## config.mk

```make
export PLATFORM = sky130hd
export DESIGN_NAME = axi_read_arbiter_flat
export DESIGN_NICKNAME = d
export VERILOG_FILES = /design/src/rtl/axi_read_arbiter_if.sv /design/src/rtl/axi_read_arbiter.sv /design/src/flat_wrapper.sv
export SDC_FILE = /design/constraint.sdc
export NUM_CORES = 1
export LEC_CHECK = 0
export CAP_MARGIN = 20
export CELL_PAD_IN_SITES_DETAIL_PLACEMENT = 1
export CELL_PAD_IN_SITES_GLOBAL_PLACEMENT = 1
export CORE_ASPECT_RATIO = 1.75
export CORE_UTILIZATION = 23
export CTS_BUF_LIST = sky130_fd_sc_hd__clkbuf_4 sky130_fd_sc_hd__clkbuf_8
export DETAILED_ROUTE_END_ITERATION = 16
export PLACE_DENSITY_LB_ADDON = 0.1
export SYNTH_ARGS = -nofsm -noshare
export SYNTH_HDL_FRONTEND = slang
export SYNTH_SLANG_ARGS = --single-unit
```

## constraint.sdc

```tcl
create_clock -name clk -period 2.2 [get_ports clk]
set_clock_uncertainty 0.15 [all_clocks]
set_input_delay 0.44 -clock clk [delete_from_list [all_inputs] [get_ports clk]]
set_output_delay 0.44 -clock clk [all_outputs]
set_load 0.01 [all_outputs]
```

## src/rtl/axi_read_arbiter_if.sv

```systemverilog
// AXI read channel bundle (AR + R) shared by the master ports and the slave port.
// The master modport drives AR and rready; the slave modport drives arready and R.
interface axi_read_arbiter_if #(
  parameter int ID_W   = 4,
  parameter int ADDR_W = 32,
  parameter int LEN_W  = 4,
  parameter int DATA_W = 32
);
  logic [ID_W-1:0]   arid;
  logic [ADDR_W-1:0] araddr;
  logic [LEN_W-1:0]  arlen;
  logic [2:0]        arsize;
  logic [1:0]        arburst;
  logic              arvalid;
  logic              arready;
  logic [ID_W-1:0]   rid;
  logic [DATA_W-1:0] rdata;
  logic [1:0]        rresp;
  logic              rlast;
  logic              rvalid;
  logic              rready;

  modport master (
    output arid, araddr, arlen, arsize, arburst, arvalid, rready,
    input  arready, rid, rdata, rresp, rlast, rvalid
  );

  modport slave (
    input  arid, araddr, arlen, arsize, arburst, arvalid, rready,
    output arready, rid, rdata, rresp, rlast, rvalid
  );
endinterface

```

## src/rtl/axi_read_arbiter.sv

```systemverilog
// Two-master AXI read-address arbiter with one outstanding read; R beats are
// routed back to the granted master until the final beat is accepted.
module axi_read_arbiter #(
  parameter int ID_W   = 4,
  parameter int IDS_W  = 8,
  parameter int ADDR_W = 32,
  parameter int LEN_W  = 4,
  parameter int DATA_W = 32
) (
  input logic                clk,
  input logic                rst,
  axi_read_arbiter_if.slave  m0,
  axi_read_arbiter_if.slave  m1,
  axi_read_arbiter_if.master s
);
  localparam int TAG_W = IDS_W - ID_W;
  localparam logic [TAG_W-1:0] TAG_M0 = TAG_W'(1);
  localparam logic [TAG_W-1:0] TAG_M1 = TAG_W'(2);

  typedef enum logic [1:0] {IDLE, ADDR, DATA} state_t;

  state_t            state;
  logic              grant;
  logic              last_grant;
  logic              arvalid_q;
  logic [IDS_W-1:0]  arid_q;
  logic [ADDR_W-1:0] araddr_q;
  logic [LEN_W-1:0]  arlen_q;
  logic [2:0]        arsize_q;
  logic [1:0]        arburst_q;
  logic [LEN_W-1:0]  beat_cnt;
  logic              len_err;

  logic any_valid;
  logic winner;
  logic r_hs;
  logic unused_rid_tag;

  // Round-robin only matters on a tie; a lone requester always wins.
  always_comb begin
    any_valid = m0.arvalid | m1.arvalid;
    if (m0.arvalid && m1.arvalid) winner = ~last_grant;
    else                          winner = m1.arvalid;
  end

  assign m0.arready = (state == IDLE) && m0.arvalid && !winner;
  assign m1.arready = (state == IDLE) && m1.arvalid &&  winner;

  assign s.arvalid = arvalid_q;
  assign s.arid    = arid_q;
  assign s.araddr  = araddr_q;
  assign s.arlen   = arlen_q;
  assign s.arsize  = arsize_q;
  assign s.arburst = arburst_q;

  // Routing relies on the grant register; the tag carried in rid is ignored.
  assign s.rready  = (state == DATA) && (grant ? m1.rready : m0.rready);
  assign m0.rvalid = (state == DATA) && !grant && s.rvalid;
  assign m1.rvalid = (state == DATA) &&  grant && s.rvalid;
  assign r_hs      = s.rvalid && s.rready;

  assign m0.rid   = s.rid[ID_W-1:0];
  assign m0.rdata = s.rdata;
  assign m0.rresp = s.rresp;
  assign m0.rlast = s.rlast;
  assign m1.rid   = s.rid[ID_W-1:0];
  assign m1.rdata = s.rdata;
  assign m1.rresp = s.rresp;
  assign m1.rlast = s.rlast;

  assign unused_rid_tag = ^s.rid[IDS_W-1:ID_W];

  always_ff @(posedge clk or negedge rst) begin
    if (!rst) begin
      state      <= IDLE;
      grant      <= 1'b0;
      last_grant <= 1'b1;
      arvalid_q  <= 1'b0;
      arid_q     <= '0;
      araddr_q   <= '0;
      arlen_q    <= '0;
      arsize_q   <= '0;
      arburst_q  <= '0;
      beat_cnt   <= '0;
      len_err    <= 1'b0;
    end else begin
      case (state)
        IDLE: begin
          if (any_valid) begin
            state      <= ADDR;
            grant      <= winner;
            last_grant <= winner;
            arvalid_q  <= 1'b1;
            if (winner) begin
              arid_q    <= {TAG_M1, m1.arid};
              araddr_q  <= m1.araddr;
              arlen_q   <= m1.arlen;
              arsize_q  <= m1.arsize;
              arburst_q <= m1.arburst;
            end else begin
              arid_q    <= {TAG_M0, m0.arid};
              araddr_q  <= m0.araddr;
              arlen_q   <= m0.arlen;
              arsize_q  <= m0.arsize;
              arburst_q <= m0.arburst;
            end
          end
        end
        ADDR: begin
          if (s.arready) begin
            arvalid_q <= 1'b0;
            beat_cnt  <= '0;
            state     <= DATA;
          end
        end
        DATA: begin
          if (r_hs) begin
            beat_cnt <= beat_cnt + 1'b1;
            // A short or long burst still terminates on rlast; only the flag records it.
            if (s.rlast) begin
              if (beat_cnt != arlen_q) len_err <= 1'b1;
              state <= IDLE;
            end
          end
        end
        default: state <= IDLE;
      endcase
    end
  end
endmodule
```

## src/flat_wrapper.sv

```systemverilog
// flat-port wrapper written by rule: the top's interface ports become plain ports
module axi_read_arbiter_flat 
#(
  parameter int ID_W   = 4,
  parameter int IDS_W  = 8,
  parameter int ADDR_W = 32,
  parameter int LEN_W  = 4,
  parameter int DATA_W = 32
)
  (clk, rst, m0_arid, m0_araddr, m0_arlen, m0_arsize, m0_arburst, m0_arvalid, m0_rready, m0_arready, m0_rid, m0_rdata, m0_rresp, m0_rlast, m0_rvalid, m1_arid, m1_araddr, m1_arlen, m1_arsize, m1_arburst, m1_arvalid, m1_rready, m1_arready, m1_rid, m1_rdata, m1_rresp, m1_rlast, m1_rvalid, s_arid, s_araddr, s_arlen, s_arsize, s_arburst, s_arvalid, s_rready, s_arready, s_rid, s_rdata, s_rresp, s_rlast, s_rvalid);
  axi_read_arbiter_if #(.ID_W(ID_W), .ADDR_W(ADDR_W), .LEN_W(LEN_W), .DATA_W(DATA_W)) m0_i ();
  axi_read_arbiter_if #(.ID_W(ID_W), .ADDR_W(ADDR_W), .LEN_W(LEN_W), .DATA_W(DATA_W)) m1_i ();
  axi_read_arbiter_if #(.ID_W(ID_W), .ADDR_W(ADDR_W), .LEN_W(LEN_W), .DATA_W(DATA_W)) s_i ();
  input logic clk;
  input logic rst;
  input wire logic [$bits(m0_i.arid)-1:0] m0_arid;
  input wire logic [$bits(m0_i.araddr)-1:0] m0_araddr;
  input wire logic [$bits(m0_i.arlen)-1:0] m0_arlen;
  input wire logic [$bits(m0_i.arsize)-1:0] m0_arsize;
  input wire logic [$bits(m0_i.arburst)-1:0] m0_arburst;
  input wire logic [$bits(m0_i.arvalid)-1:0] m0_arvalid;
  input wire logic [$bits(m0_i.rready)-1:0] m0_rready;
  output wire logic [$bits(m0_i.arready)-1:0] m0_arready;
  output wire logic [$bits(m0_i.rid)-1:0] m0_rid;
  output wire logic [$bits(m0_i.rdata)-1:0] m0_rdata;
  output wire logic [$bits(m0_i.rresp)-1:0] m0_rresp;
  output wire logic [$bits(m0_i.rlast)-1:0] m0_rlast;
  output wire logic [$bits(m0_i.rvalid)-1:0] m0_rvalid;
  input wire logic [$bits(m1_i.arid)-1:0] m1_arid;
  input wire logic [$bits(m1_i.araddr)-1:0] m1_araddr;
  input wire logic [$bits(m1_i.arlen)-1:0] m1_arlen;
  input wire logic [$bits(m1_i.arsize)-1:0] m1_arsize;
  input wire logic [$bits(m1_i.arburst)-1:0] m1_arburst;
  input wire logic [$bits(m1_i.arvalid)-1:0] m1_arvalid;
  input wire logic [$bits(m1_i.rready)-1:0] m1_rready;
  output wire logic [$bits(m1_i.arready)-1:0] m1_arready;
  output wire logic [$bits(m1_i.rid)-1:0] m1_rid;
  output wire logic [$bits(m1_i.rdata)-1:0] m1_rdata;
  output wire logic [$bits(m1_i.rresp)-1:0] m1_rresp;
  output wire logic [$bits(m1_i.rlast)-1:0] m1_rlast;
  output wire logic [$bits(m1_i.rvalid)-1:0] m1_rvalid;
  output wire logic [$bits(s_i.arid)-1:0] s_arid;
  output wire logic [$bits(s_i.araddr)-1:0] s_araddr;
  output wire logic [$bits(s_i.arlen)-1:0] s_arlen;
  output wire logic [$bits(s_i.arsize)-1:0] s_arsize;
  output wire logic [$bits(s_i.arburst)-1:0] s_arburst;
  output wire logic [$bits(s_i.arvalid)-1:0] s_arvalid;
  output wire logic [$bits(s_i.rready)-1:0] s_rready;
  input wire logic [$bits(s_i.arready)-1:0] s_arready;
  input wire logic [$bits(s_i.rid)-1:0] s_rid;
  input wire logic [$bits(s_i.rdata)-1:0] s_rdata;
  input wire logic [$bits(s_i.rresp)-1:0] s_rresp;
  input wire logic [$bits(s_i.rlast)-1:0] s_rlast;
  input wire logic [$bits(s_i.rvalid)-1:0] s_rvalid;
  assign m0_i.arid = m0_arid;
  assign m0_i.araddr = m0_araddr;
  assign m0_i.arlen = m0_arlen;
  assign m0_i.arsize = m0_arsize;
  assign m0_i.arburst = m0_arburst;
  assign m0_i.arvalid = m0_arvalid;
  assign m0_i.rready = m0_rready;
  assign m0_arready = m0_i.arready;
  assign m0_rid = m0_i.rid;
  assign m0_rdata = m0_i.rdata;
  assign m0_rresp = m0_i.rresp;
  assign m0_rlast = m0_i.rlast;
  assign m0_rvalid = m0_i.rvalid;
  assign m1_i.arid = m1_arid;
  assign m1_i.araddr = m1_araddr;
  assign m1_i.arlen = m1_arlen;
  assign m1_i.arsize = m1_arsize;
  assign m1_i.arburst = m1_arburst;
  assign m1_i.arvalid = m1_arvalid;
  assign m1_i.rready = m1_rready;
  assign m1_arready = m1_i.arready;
  assign m1_rid = m1_i.rid;
  assign m1_rdata = m1_i.rdata;
  assign m1_rresp = m1_i.rresp;
  assign m1_rlast = m1_i.rlast;
  assign m1_rvalid = m1_i.rvalid;
  assign s_arid = s_i.arid;
  assign s_araddr = s_i.araddr;
  assign s_arlen = s_i.arlen;
  assign s_arsize = s_i.arsize;
  assign s_arburst = s_i.arburst;
  assign s_arvalid = s_i.arvalid;
  assign s_rready = s_i.rready;
  assign s_i.arready = s_arready;
  assign s_i.rid = s_rid;
  assign s_i.rdata = s_rdata;
  assign s_i.rresp = s_rresp;
  assign s_i.rlast = s_rlast;
  assign s_i.rvalid = s_rvalid;
  axi_read_arbiter #(.ID_W(ID_W), .IDS_W(IDS_W), .ADDR_W(ADDR_W), .LEN_W(LEN_W), .DATA_W(DATA_W)) u_core (.clk(clk), .rst(rst), .m0(m0_i), .m1(m1_i), .s(s_i));
endmodule
```

After elaboration in Yosys (flattened, before gate mapping)
Index checks and enable logic that the tools add are counted.
{"block": "totals", "register_bits": 50, "input_bits": 137, "wordCells": 50}
{"block": "op_classes", "n_eq_ne": 6, "n_mux": 15, "n_bitwise": 2, "reduce_logical": 18}
{"op": "2-to-1 mux 32 bit", "n": 1}
{"op": "logical AND 1 bit", "n": 11}
{"op": "2-to-1 mux 2 bit", "n": 5}
{"op": "2-to-1 mux 4 bit", "n": 2}
{"op": "case mux 2 bit (3 select lines)", "n": 1}
{"op": "2-to-1 mux 1 bit", "n": 4}
{"op": "!= test 2 x 1 -> 1 bit (second input constant)", "n": 2}
{"op": "!= test 2 bit (second input constant)", "n": 2}
{"op": "AND reduction 4 bit", "n": 1}
{"op": "2-to-1 mux 3 bit", "n": 1}
{"op": "AND reduction 3 bit", "n": 1}
{"op": "equality test 2 x 1 -> 1 bit (second input constant)", "n": 1}
{"op": "equality test 2 bit (second input constant)", "n": 1}
{"op": "logical NOT 1 bit", "n": 2}
{"op": "logical NOT 2 bit", "n": 1}
{"op": "case mux 1 bit (2 select lines)", "n": 1}
{"op": "AND reduction 2 bit", "n": 1}
{"op": "nonzero test 2 bit", "n": 1}
{"op": "NOT 1 bit", "n": 1}
{"op": "OR 1 bit", "n": 1}

Depth between registers and ports, before layout
{"block": "depth", "word_depth": 5, "depth_mapped": 5}

Worst setup path after synthesis
No wires, ideal clock.
{"block": "synth_timing", "path_kind": "in2out", "from": "in m1_arvalid", "to": "out m1_arready", "t_arrival_ns": 1.236, "required_ns": 1.610, "path_slack_ns": 0.374, "cell_stages": 4, "path_buffers": 2, "path_cell_list": "a21bo_2 > buf_6 > buf_6 > nor3_1"}
{"block": "synth_via", "elab_chain_cells": 3}
{"item": "start: declaration", "line_no": "flat_wrapper.sv:34", "rtl": "input wire logic [$bits(m1_i.arvalid)-1:0] m1_arvalid;"}
{"item": "logical AND 1 bit", "line_no": "axi_read_arbiter.sv:42", "rtl": "if (m0.arvalid && m1.arvalid) winner = ~last_grant;"}
{"item": "2-to-1 mux 1 bit", "line_no": "axi_read_arbiter.sv:42"}
{"item": "logical AND 1 bit *", "line_no": "axi_read_arbiter.sv:47", "rtl": "assign m1.arready = (state == IDLE) && m1.arvalid && winner;"}
{"item": "end: declaration", "line_no": "flat_wrapper.sv:36", "rtl": "output wire logic [$bits(m1_i.arready)-1:0] m1_arready;"}
Every way passes the cells marked *; elsewhere a longest branch is shown, timed or not.

Final worst setup path
{"block": "layout_timing", "from": "in m1_arvalid", "to": "out m0_arready"}
{"block": "layout_via", "elab_chain_cells": 4}
{"item": "logical AND 1 bit", "line_no": "axi_read_arbiter.sv:42"}
{"item": "2-to-1 mux 1 bit *", "line_no": "axi_read_arbiter.sv:42"}
{"item": "logical NOT 1 bit *", "line_no": "axi_read_arbiter.sv:46", "rtl": "assign m0.arready = (state == IDLE) && m0.arvalid && !winner;"}
{"item": "logical AND 1 bit *", "line_no": "axi_read_arbiter.sv:46"}
{"item": "end: declaration", "line_no": "flat_wrapper.sv:23", "rtl": "output wire logic [$bits(m0_i.arready)-1:0] m0_arready;"}
Marked as above.

==> impl_results.md <==
- Status: finished clean
- Antenna fix cells: 0
- Syn_area_per_cell: 12.2 sq um
- Ys flop type: dfrtp_1
- Setup TNS: 0 ns
- Clock transition at path regs: 0.09 ns
- DIE AREA: 13,700 sq um
- Final setup violation count: 0
- Die Wd: 89.1 um
- Clk_lat worst skew: 0.31 ns
- Sequential cell area: 1250 sq um
- GPL Wtd Cong: 0.691
- # Max-Cap Violations: 0
- Rel. slew slack: 0.749
- Initial Utilization: 0.236
- Final period util: 0.974
- Reg-to-reg slack, setup: 0.16 ns
- Hold crit path type: reg -> reg
- TritonCTS clock tree: done
- Cell with the most instances after synthesis: mux2_2
- TritonRoute pass-1 iters: 4
- Area of the mapped netlist: 3050 sq um
- Largest net degree at the start of global routing: 29
- Overall Power: 4.88 mW
- RSZ-0062 raised after global routing: false
- Worst slew pin tran: 0.377 ns
- CP max stage delay: 0.48 ns
- Count of flip-flops with a built-in enable after synthesis: 0
- Min Tclk post-route: 2.14 ns
- Area Overhead vs Synth: 42.8%
- Root Driver: clkbuf_8
- Multi-input logic area: 1160 sq um
- Final Hold Viols: 0
- Remaining antenna violation count after routing: 0
- LEAKAGE: 1.75 nW
- Pwr dens: 1120 nW/um^2
- Top Ports: 266
- Synth top cells by count: mux2_2, buf_4, dfrtp_1, buf_2, nand2_1
- Ys Warns: 0
- Most area-consuming cells after synthesis: dfrtp_1, mux2_2, buf_4
- Cell taking the most area after synthesis: dfrtp_1
- Cells on worst reg2reg path: 4
- Worst IR drop on VDD: 503 uV
- Die Ht: 154 um
- CP max-delay cell: clkdlybuf4s50_1
- Cell count after synthesis: 250
- All-Layer GR Usage: 0.129
- Post-DR vias/cell: 4.16
- Antenna violations before repair: 0
- Crit end category: output pin
- Synthesized Nets: 387
- Setup crit start kind: primary input
- Util after Layout: 0.337
- Final Max Slew Viols: 0
- Worst path arrival time: 1.55 ns
- Rows: 55
- CTS buffer count: 5
- Via count: 2,096
- Post-synthesis sequential area ratio: 0.411
- Depth of the worst hold-timing path: 2
- HPWL after detailed placement: 6860 um
- Ys async rst share: 1.00
- Number of global-route vias before repair: 2,374
- Critical path type: in -> out
- GR Overflow Total: 0
- Port-buffer cells: 151
- Drt initial violations: 32
- Hold WS: 0.346 ns
- H-tree depth: 2
- Synth unique cells: 19
- Max Freq: 0.467 GHz
- First-pass GRT wire length: 13,000 um
- R2R Path Start: u_core.last_grant
- Yosys reg bits: 50
- Fillers: 1,469
- Top-area cell type share of the netlist area: 0.402
- # nets final: 469
- Worst R2R End: u_core.s.araddr[26]
- WL/cell: 16.9 um
- CP Cell Sequence: clkdlybuf4s50_1 -> a21bo_4 -> and3_1 -> clkdlybuf4s15_1
- Critical path fanouts, max: 4
- Clock Path Buffers: 2
- CP required: 1.61 ns
- DR DRC count: 0
- Hold_sp: u_core.s.arvalid
- Post-Route WL: 8520 um
- Hold Crit Endpoint: u_core.s.arvalid
- Core area: 12,900 sq um
- Layout cells sized above 1: 0.351
- Clk sinks: 50
[final cells by class]
class | count | area share
Timing Repair Buffer | 163 | 0.375
Tap cell | 171 | 0.0491
Sequential cell | 50 | 0.288
Clock buffer | 8 | 0.0210
Multi-Input combinational cell | 112 | 0.267
[how the worst max path moves through the flow]
| stage | depth (start not counted) | to | slack (ns) | from |
|---|---|---|---|---|
| after detailed placement | 4 | m1_arready | -0.34 | m1_arvalid |
| after global routing | 4 | m1_arready | 0.004 | m1_arvalid |
| after global placement | 4 | m1_arready | -0.33 | m1_arvalid |
| after CTS | 4 | m0_arready | 0.003 | m1_arvalid |
| after floorplan | 4 | m1_arready | 0.37 | m1_arvalid |
| final | 4 | m0_arready | 0.06 | m1_arvalid |
[through the flow]
| step | cell area [sq um] | instances | worst slack (ns) |
|---|---|---|---|
| global route | 4360 | 504 | 0.00410 |
| floorplan | 3050 | 250 | 0.374 |
| CTS | 4350 | 504 | 0.00338 |
| global placement | 4230 | 494 | -0.330 |
| detailed placement | 4230 | 494 | -0.341 |
| finish | 4360 | 504 | 0.0578 |
[routing by layer]
layer | vias up | routed length, um | GRT usage
met2 | 77 | 5270 | 0.263
met4 | 0 | 354 | 0.0748
met1 | 1037 | 2380 | 0.110
met3 | 49 | 511 | 0.0219
met5 | - | 0 | 0
li1 | 933 | - | -
[cell families (layout without fill, tap and decap cells)]
family                 after synthesis  in the layout  share of synthesized area
buffers and inverters               88            171                      0.217
DFF                                 50             50                      0.411
AOI/OAI and AO/OA                    7              7                     0.0144
muxes                               91             91                      0.336
and+or+nand+nor                     14             14                     0.0230
[power by group]
group / leakage (nW) / internal (mW) / switching (mW)
sequential: 0.584 / 1.40 / 0.246
clock: 0.0498 / 0.264 / 0.312
combinational: 1.11 / 1.67 / 0.984
[cell usage in the layout (no fill, tap or decap)]
master,count
nand2_1,5
a21oi_1,1
clkdlybuf4s15_2,1
a21o_1,1
buf_2,1
clkdlybuf4s50_1,145
nor3_2,1
and3_1,2
clkbuf_4,3
buf_12,3
dfrtp_2,1
nor2b_1,1
mux2i_1,1
nand2b_1,1
dfrtp_1,48
buf_4,8
dfstp_2,1
a31oi_1,1
mux2_2,90
nor2b_2,1
o21ai_0,2
a21bo_4,1
nor2_1,2
clkdlybuf4s15_1,1
o21ai_4,1
nand3b_1,1
clkbuf_8,5
dlygate4sd3_1,1
dlygate4sd2_1,3
[registers in the layout (all words and copies together), names as in the netlist]
signal / flops
u_core.s.arlen: 4
u_core.state: 2
u_core.last_grant: 1
u_core.s.araddr: 32
u_core.grant: 1
u_core.s.arvalid: 1
u_core.s.arburst: 2
u_core.s.arsize: 3
u_core.arid_q: 4
[critical path, delay by kind of cell]
family                 cells  cell delay [ns]
buffers and inverters      2             0.70
AOI/OAI and AO/OA          1             0.25
and+or+nand+nor            1             0.16
[repair_timing]
action | 4_1_cts | 5_1_grt
hold buffers | 1 | 0
setup endpoints to repair | 5 | 1
endpoints found under the hold margin | 11 | 0
buffers inserted | 1 | 0
resized for setup | 11 | 1
(Power assumes the default switching activity.)
